--- src/rtl/ber_run_controller.sv ---
`default_nettype none
// ============================================================================
//  Module   : ber_run_controller
//  Purpose  : Sequences one BER measurement run. It loads the Markov
//             probability table into the parallel BER core, holds the core
//             in reset while it settles, enables it until a stop threshold
//             (or optional timeout) is reached, and then snapshots the core
//             counters. Abort cancels a run in progress.
//  Options  : define BER_CTRL_TIMEOUT_EN to enable the cfg_max_cycles RUN
//             timeout (stop reason 3). Without it cfg_max_cycles is ignored.
//             The port list is the same in both builds.
//  Ports    :
//    clk, rst                 - clock, synchronous active-high reset
//    start, abort             - run request pulse / cancel current run
//    cfg_target_bits          - bit-count stop threshold (0 = disabled)
//    cfg_target_frame_errors  - frame-error stop threshold (0 = disabled)
//    cfg_max_cycles           - RUN timeout in cycles (0 = unlimited)
//    prob_valid/data/ready    - probability-table write stream
//    core_rstn, core_en       - core reset (active low) and enable
//    probability_in/_idx      - table word and index presented to the core
//    total_*                  - live core counters
//    snap_*                   - counters latched when the run stops
//    busy, done, aborted      - run status
//    stop_reason              - 1 bits, 2 frame errors, 3 timeout
//    run_cycles               - RUN cycles elapsed (saturating)
//  Revision : 1.0 - initial release
// ============================================================================
module ber_run_controller #(
    parameter int N_PROB        = 64,
    parameter int SETTLE_CYCLES = 16
) (
    input  logic        clk,
    input  logic        rst,
    input  logic        start,
    input  logic        abort,
    input  logic [63:0] cfg_target_bits,
    input  logic [63:0] cfg_target_frame_errors,
    input  logic [47:0] cfg_max_cycles,
    input  logic        prob_valid,
    input  logic [63:0] prob_data,
    output logic        prob_ready,
    output logic        core_rstn,
    output logic        core_en,
    output logic [63:0] probability_in,
    output logic [31:0] probability_idx,
    input  logic [63:0] total_bits,
    input  logic [63:0] total_bit_errors_pre,
    input  logic [63:0] total_bit_errors_post,
    input  logic [63:0] total_frames,
    input  logic [63:0] total_frame_errors,
    output logic [63:0] snap_bits,
    output logic [63:0] snap_err_pre,
    output logic [63:0] snap_err_post,
    output logic [63:0] snap_frames,
    output logic [63:0] snap_frame_err,
    output logic        busy,
    output logic        done,
    output logic        aborted,
    output logic [1:0]  stop_reason,
    output logic [47:0] run_cycles
);

    localparam int              c_settle_w    = (SETTLE_CYCLES > 1) ? $clog2(SETTLE_CYCLES) : 1;
    localparam logic [c_settle_w-1:0] c_settle_last =
        c_settle_w'((SETTLE_CYCLES > 0) ? SETTLE_CYCLES - 1 : 0);
    localparam logic [31:0]     c_word_last   = 32'(N_PROB - 1);
    localparam logic [47:0]     c_run_max     = {48{1'b1}};

    typedef enum logic [2:0] {
        S_IDLE   = 3'd0,
        S_LOAD   = 3'd1,
        S_SETTLE = 3'd2,
        S_RUN    = 3'd3,
        S_STOP   = 3'd4,
        S_DONE   = 3'd5
    } state_t;

    state_t                  r_state;
    state_t                  w_state_next;
    logic [31:0]             r_word_cnt;
    logic [c_settle_w-1:0]   r_settle_cnt;
    logic                    w_xfer;
    logic                    w_timeout;
    logic [1:0]              w_reason;
    logic [47:0]             w_run_inc;

    // prob_ready is registered and high exactly while in LOAD
    assign w_xfer    = prob_ready & prob_valid;
    assign w_run_inc = (run_cycles == c_run_max) ? run_cycles : run_cycles + 48'd1;

`ifdef BER_CTRL_TIMEOUT_EN
    // Compare against the post-increment count so a limit of M gives
    // exactly M enabled core cycles.
    assign w_timeout = (cfg_max_cycles != 48'd0) && (w_run_inc == cfg_max_cycles);
`else
    logic w_unused_cfg_max;
    assign w_unused_cfg_max = ^cfg_max_cycles;
    assign w_timeout        = 1'b0;
`endif

    // Stop reason with fixed priority: bits, then frame errors, then timeout
    always_comb begin
        w_reason = 2'd0;
        if ((cfg_target_bits != 64'd0) && (total_bits >= cfg_target_bits)) begin
            w_reason = 2'd1;
        end else if ((cfg_target_frame_errors != 64'd0) &&
                     (total_frame_errors >= cfg_target_frame_errors)) begin
            w_reason = 2'd2;
        end else if (w_timeout) begin
            w_reason = 2'd3;
        end
    end

    always_comb begin
        w_state_next = r_state;
        case (r_state)
            S_IDLE, S_DONE: begin
                if (start) w_state_next = S_LOAD;
            end
            S_LOAD: begin
                if (abort) begin
                    w_state_next = S_IDLE;
                end else if (w_xfer && (r_word_cnt == c_word_last)) begin
                    w_state_next = (SETTLE_CYCLES == 0) ? S_RUN : S_SETTLE;
                end
            end
            S_SETTLE: begin
                if (abort) begin
                    w_state_next = S_IDLE;
                end else if (r_settle_cnt == c_settle_last) begin
                    w_state_next = S_RUN;
                end
            end
            S_RUN: begin
                if (abort) begin
                    w_state_next = S_IDLE;
                end else if (w_reason != 2'd0) begin
                    w_state_next = S_STOP;
                end
            end
            S_STOP:  w_state_next = S_DONE;
            default: w_state_next = S_IDLE;
        endcase
    end

    // State, datapath and status registers. Status flags are decoded from
    // the next state so they change in the same cycle as the state itself.
    always_ff @(posedge clk) begin
        if (rst) begin
            r_state         <= S_IDLE;
            r_word_cnt      <= 32'd0;
            r_settle_cnt    <= '0;
            prob_ready      <= 1'b0;
            core_rstn       <= 1'b0;
            core_en         <= 1'b0;
            probability_in  <= 64'd0;
            probability_idx <= 32'd0;
            snap_bits       <= 64'd0;
            snap_err_pre    <= 64'd0;
            snap_err_post   <= 64'd0;
            snap_frames     <= 64'd0;
            snap_frame_err  <= 64'd0;
            busy            <= 1'b0;
            done            <= 1'b0;
            aborted         <= 1'b0;
            stop_reason     <= 2'd0;
            run_cycles      <= 48'd0;
        end else begin
            r_state    <= w_state_next;
            prob_ready <= (w_state_next == S_LOAD);
            core_en    <= (w_state_next == S_RUN);
            core_rstn  <= (w_state_next == S_RUN) || (w_state_next == S_STOP) ||
                          (w_state_next == S_DONE);
            busy       <= (w_state_next == S_LOAD) || (w_state_next == S_SETTLE) ||
                          (w_state_next == S_RUN)  || (w_state_next == S_STOP);
            done       <= (w_state_next == S_DONE);

            case (r_state)
                S_IDLE, S_DONE: begin
                    if (start) begin
                        r_word_cnt   <= 32'd0;
                        r_settle_cnt <= '0;
                        aborted      <= 1'b0;
                        stop_reason  <= 2'd0;
                        run_cycles   <= 48'd0;
                    end
                end
                S_LOAD: begin
                    if (abort) begin
                        aborted <= 1'b1;
                    end else if (w_xfer) begin
                        probability_in  <= prob_data;
                        probability_idx <= r_word_cnt;
                        r_word_cnt      <= r_word_cnt + 32'd1;
                    end
                end
                S_SETTLE: begin
                    if (abort) begin
                        aborted <= 1'b1;
                    end else begin
                        r_settle_cnt <= r_settle_cnt + 1'b1;
                    end
                end
                S_RUN: begin
                    run_cycles <= w_run_inc;
                    if (abort) begin
                        aborted <= 1'b1;
                    end else if (w_reason != 2'd0) begin
                        stop_reason <= w_reason;
                    end
                end
                S_STOP: begin
                    snap_bits      <= total_bits;
                    snap_err_pre   <= total_bit_errors_pre;
                    snap_err_post  <= total_bit_errors_post;
                    snap_frames    <= total_frames;
                    snap_frame_err <= total_frame_errors;
                end
                default: begin
                end
            endcase
        end
    end

endmodule
`default_nettype wire

--- config.mk ---
export PLATFORM = sky130hd
export DESIGN_NAME = ber_run_controller
export DESIGN_NICKNAME = d
export VERILOG_FILES = /design/src/rtl/ber_run_controller.sv
export SDC_FILE = /design/constraint.sdc
export NUM_CORES = 1
export LEC_CHECK = 0
export CAP_MARGIN = 30
export CORE_AREA = 4 4 399 401
export CTS_BUF_LIST = sky130_fd_sc_hd__clkbuf_8
export CTS_CLUSTER_DIAMETER = 150
export DETAILED_ROUTE_END_ITERATION = 16
export DIE_AREA = 0 0 403 405
export SLEW_MARGIN = 10
export SYNTH_ARGS = -nofsm -noshare
export SYNTH_HDL_FRONTEND = slang
export SYNTH_SLANG_ARGS = --single-unit
--- constraint.sdc ---
create_clock -name clk -period 8.6 [get_ports clk]
set_clock_uncertainty 0.05 [all_clocks]
set_input_delay 2.15 -clock clk [delete_from_list [all_inputs] [get_ports clk]]
set_output_delay 2.15 -clock clk [all_outputs]
set_load 0.05 [all_outputs]
Word-level counts from Yosys, hierarchy flattened
Index checks and enable logic that the tools add are counted.
{ "classes": {"add_sub_neg": 3, "n_lt_le_gt_ge": 2, "n_eq_ne": 21, "mux": 27, "n_bitwise": 2, "n_reduce_logical": 24} }
{ "ops": {"columns": ["operator", "n"], "rows": [
  ["greater-or-equal comparator 64 bit", 2],
  ["nonzero test 64 bit", 2],
  ["two-way mux 32 bit", 3],
  ["two-way mux 48 bit", 2],
  ["case mux 48 bit (2 select lines)", 1],
  ["case mux 32 bit (2 select lines)", 1],
  ["adder 48 x 1 -> 48 bit (second input constant)", 1],
  ["equality test 48 bit (second input constant)", 1],
  ["adder 32 x 1 -> 32 bit (second input constant)", 1],
  ["equality test 32 x 6 -> 1 bit (second input constant)", 1],
  ["two-way mux 3 bit", 7],
  ["case mux 3 bit (5 select lines)", 1],
  ["inequality test 2 bit (second input constant)", 7],
  ["equality test 3 x 2 -> 1 bit (second input constant)", 4],
  ["equality test 3 bit (second input constant)", 4],
  ["AND reduction 3 bit", 4],
  ["two-way mux 2 bit", 5],
  ["nonzero test 2 bit", 5],
  ["two-way mux 4 bit", 2],
  ["case mux 4 bit (2 select lines)", 1],
  ["AND reduction 4 bit", 2],
  ["equality test 3 x 1 -> 1 bit (second input constant)", 2],
  ["logical OR 1 bit", 5],
  ["adder 4 x 1 -> 4 bit (second input constant)", 1],
  ["11 further kinds", 14]
]} }
{ "word_totals": {"regBits": 511, "input_bits": 565, "out_inout_bits": 472, "elab_cells": 97} }

Logic depth before layout (Yosys ltp)
{ "depth": {"word_depth": 12, "depth_mapped": 12, "depth_no_buf": 11} }

Least setup slack after synthesis
Ideal clock, no wire load.
{ "synth_path": {"path_type": "input port to flip-flop", "start": "in cfg_target_frame_errors[54]", "end": "reg busy", "setup_time_ns": 0.116, "t_arrival_ns": 4.335, "setup_slack_ns": 4.100, "path_stages": 11, "cell_sequence": "inv_1 -> ha_1 -> nand4_1 -> nor4_2 -> a211oi_1 -> or3_1 -> a31o_2 -> nor2b_1 -> clkbuf_1 -> a221o_1 -> a31o_1"} }
{ "synth_between": {"elab_chain_len": 12, "elab_cells_between_ends": 16} }
{ "synth_lines": {"columns": ["item", "line", "source"], "rows": [
  ["from (decl)", "37", "input logic [63:0] cfg_target_frame_errors,"],
  ["greater-or-equal comparator 64 bit / nonzero test 64 bit (equally long branches)", "107, 106", null],
  ["logical AND 1 bit *", "106", "end else if ((cfg_target_frame_errors != 64'd0) &&"],
  ["two-way mux 2 bit *", "106", null],
  ["two-way mux 2 bit *", "104", "if ((cfg_target_bits != 64'd0) && (total_bits >= cfg_target_bits)) begin"],
  ["nonzero test 2 bit *", "137", "end else if (w_reason != 2'd0) begin"],
  ["two-way mux 3 bit *", "137", null],
  ["two-way mux 3 bit *", "135", "if (abort) begin"],
  ["case mux 3 bit (5 select lines) *", "116", "case (r_state)"],
  ["equality test 3 x 1 -> 1 bit / equality test 3 x 2 -> 1 bit (equally long branches)", "174", "busy <= (w_state_next == S_LOAD) || (w_state_next == S_SETTLE) ||"],
  ["logical OR 1 bit (2 in a row)", "174", null],
  ["logical OR 1 bit *", "175", "(w_state_next == S_RUN) || (w_state_next == S_STOP);"],
  ["to (signal assigned)", "174", null],
  ["to (decl)", "56", "output logic busy,"]
]} }
Mark *: on every way between the ends. The rest lies on a longest branch, timed or not.
A chain may end at the register's enable or synchronous reset.

Worst setup path after layout
{ "layout_path": {"start": "in cfg_target_frame_errors[31]", "end": "reg busy"} }
Same word-level chain as after synthesis.

==> impl_metrics.tcl <==
set metrics [dict create \
    arrival_ps 5910 \
    worst_slew_pin_slew_ps 1090 \
    yosysTopAreaCell "dfxtp_1" \
    yosys-top-cells-area "dfxtp_1, nand2_1, a21oi_1, ha_1, clkbuf_1" \
    p_comb_share_pct 9.5 \
    grt_pass1_vias 22800 \
    nets 4469 \
    initial_core_util_pct 14.1 \
    hold_viol 0 \
    pin_count 1037 \
    clock_latency_ps 770 \
    tritoncts "yes" \
    max-clock-path-buffers 3 \
    critical_path_class "input port to flip-flop" \
    fin_util_pct 23.3 \
    port_buffers 988 \
    dp_worst_setup_slack_ps 2650 \
    ys_seq_area_share_pct 46.7 \
    synthesis.area_sq_um 21900 \
    yosys_warnings 0 \
    cp_max_fo 7 \
    drc 0 \
    p_int_mw 4.21 \
    synth_nets 3515 \
    fillers 17200 \
    via_per_inst 4.01 \
    rows 145 \
    ctsResizeCount 0 \
    grt-ovfl-total 0 \
    outcome "complete, no violations" \
    netSwitchingPower_mw 1.48 \
    netlist_instances 2819 \
    place_hpwl_um 99100 \
    layout-drive-gt1-share_pct 5.21 \
    gp_congestion 0.966 \
    multi_input_comb_area_sq_um 10600 \
    synth_flop_cell "dfxtp_1" \
    p_seq_share_pct 41.8 \
    cts_root_buffer "clkbuf_8" \
    avgSynthCellArea_sq_um 7.76 \
    ys_seq_elements 511 \
    grt_pass1_wl_um 168000 \
    syn_to_final_growth_pct 65.9 \
    htree_levels 3 \
    cp-end-kind "flip-flop" \
    grtUsageTotal_pct 14.2 \
    drv_slew 0 \
    max_freq_ghz 0.188 \
    dieArea_sq_um 163000 \
    max-vdd-ir-drop_v 0.000115 \
    pwr-share-clk_pct 48.7 \
    period_share_pct 61.7 \
    yosysTopAreaCellShare_pct 46.7 \
    sw_frac_of_total_pct 26.0 \
    synth_commonest_cells "nand2_1, dfxtp_1, a21oi_1" \
    synth_edf_count 0 \
    drv_cap 0 \
    grt_max_degree 165 \
    fin_ws_ps 3290 \
    rsz0062_at_grt "no" \
    setup_viol 0 \
    dr.first_iter.drc_count 1501 \
    synthArstFlopShare_pct 0 \
    post_drt_wl_per_cell_um 20.7 \
    tns_ps 0 \
    startpoint_type "input port" \
    ctsHoldBuffers 0 \
    drtPass1Iterations 6 \
    core_sq_um 156000 \
    leakage_nw 12.7 \
    synth_cell_types 59 \
    seq_area_sq_um 10200 \
    routed_wl_um 123000 \
    hold_class "flip-flop to flip-flop" \
    die_w_um 403 \
    min_period_ps 5310 \
    cts_buffers 100 \
    antenna_found_initial 52 \
    postCtsSetupBuffers 0 \
    drtAntennaViolNets 0 \
    synth.most_common_cell "nand2_1" \
    cp.required_ps 9210 \
    clkTransAtPathRegs_ps 60 \
    p_per_area_nw_per_um2 157 \
    die_h_um 405 \
    maxSlewHeadroom_pct 26.4 \
    cts_sinks 511 \
    vias 23800 \
]
-- worst max-delay path, cell delays in order --
cell             delay, ps
clkdlybuf4s50_1        600
inv_1                  110
ha_1                   310
nand4_1                140
nor4_1                 680
nand2_1                100
a31oi_1                330
o31ai_1                230
a31o_2                 360
nor2b_1                260
a221o_1                400
a31o_1                 230
-- flip-flops by register name, summed over array words and instances (netlist names), 2 cells and up --
signal,cells
r_state,3
probability_in,64
snap_err_post,64
probability_idx,32
snap_bits,64
snap_err_pre,64
snap_frames,64
r_settle_cnt,4
run_cycles,48
snap_frame_err,64
stop_reason,2
r_word_cnt,32
-- routing by layer --
layer	global-route usage [%]	wire, um	vias to the layer above
li1	-	-	11300
met1	15.9	47200	11200
met2	24.0	58200	990
met3	5.40	11900	221
met4	6.68	5470	16
met5	0	95	-
-- per-stage QoR --
stage	area, sq um	power (mW)	hold WS [ps]	cells
4_1_cts	36200	5.82	403	5913
2_1_floorplan	21900	2.60	399	2819
5_1_grt	36300	5.94	418	5932
3_5_place_dp	34000	2.97	396	5729
3_3_place_gp	34000	2.96	391	5725
6_report	36300	5.69	402	5937
-- power by group through the flow --
stage               Combinational, mW  Sequential (mW)  Clock (mW)
CTS                             0.543             2.38        2.89
finish                          0.542             2.38        2.77
global route                    0.584             2.38        2.98
global placement                0.535             2.43           0
detailed placement              0.540             2.43           0
floorplan                       0.160             2.44           0
-- logic make-up (layout without fill, tap and decap cells) --
family | count (synthesis) | after routing | synth area share (%)
compound gates | 563 | 563 | 13.6
xor+xnor | 69 | 69 | 2.76
fa+ha+maj | 131 | 131 | 7.49
buf+inv | 293 | 1329 | 5.11
flops | 511 | 511 | 46.7
other cells | 0 | 24 | 0
simple gates | 1252 | 1252 | 24.3
-- path summary, 6_finish.rpt --
path	startpoint	to	slack [ps]	cells after the start
worst max-delay path	cfg_target_frame_errors[31]	busy	3290	12
worst min-delay path	snap_frames[62]	snap_frames[62]	400	2
worst max register to register	r_state[1]	run_cycles[29]	5240	9
worst min register to register	snap_frames[62]	snap_frames[62]	400	2
-- cells in the final DEF, fill, tap and decap left out, types with 13 or more instances in the layout --
cell             netlist  final
clkinv_2               0     13
o21ai_0               32     32
ha_1                 131    131
xor2_1                49     49
dfxtp_1              511    511
xnor2_1               20     20
nand3_1               38     38
nand2_1              914    913
nor4_1                48     48
clkdlybuf4s50_1        0    987
nand4_1               47     47
nor3_1                19     18
clkbuf_8               0    123
diode_2                0     24
inv_1                138    169
a21oi_1              487    486
nor2_1               118    117
-- final cells by class --
type | instances | area share (%)
Clock buffer | 123 | 4.66
Sequential cell | 511 | 28.2
Clock inverter | 61 | 1.48
Timing Repair Buffer | 1007 | 27.9
Multi-Input combinational cell | 2015 | 29.1
Inverter | 138 | 1.43
Antenna cell | 24 | 0.165
Tap cell | 2058 | 7.09
No activity file was read; power rests on OpenSTA's default activity.
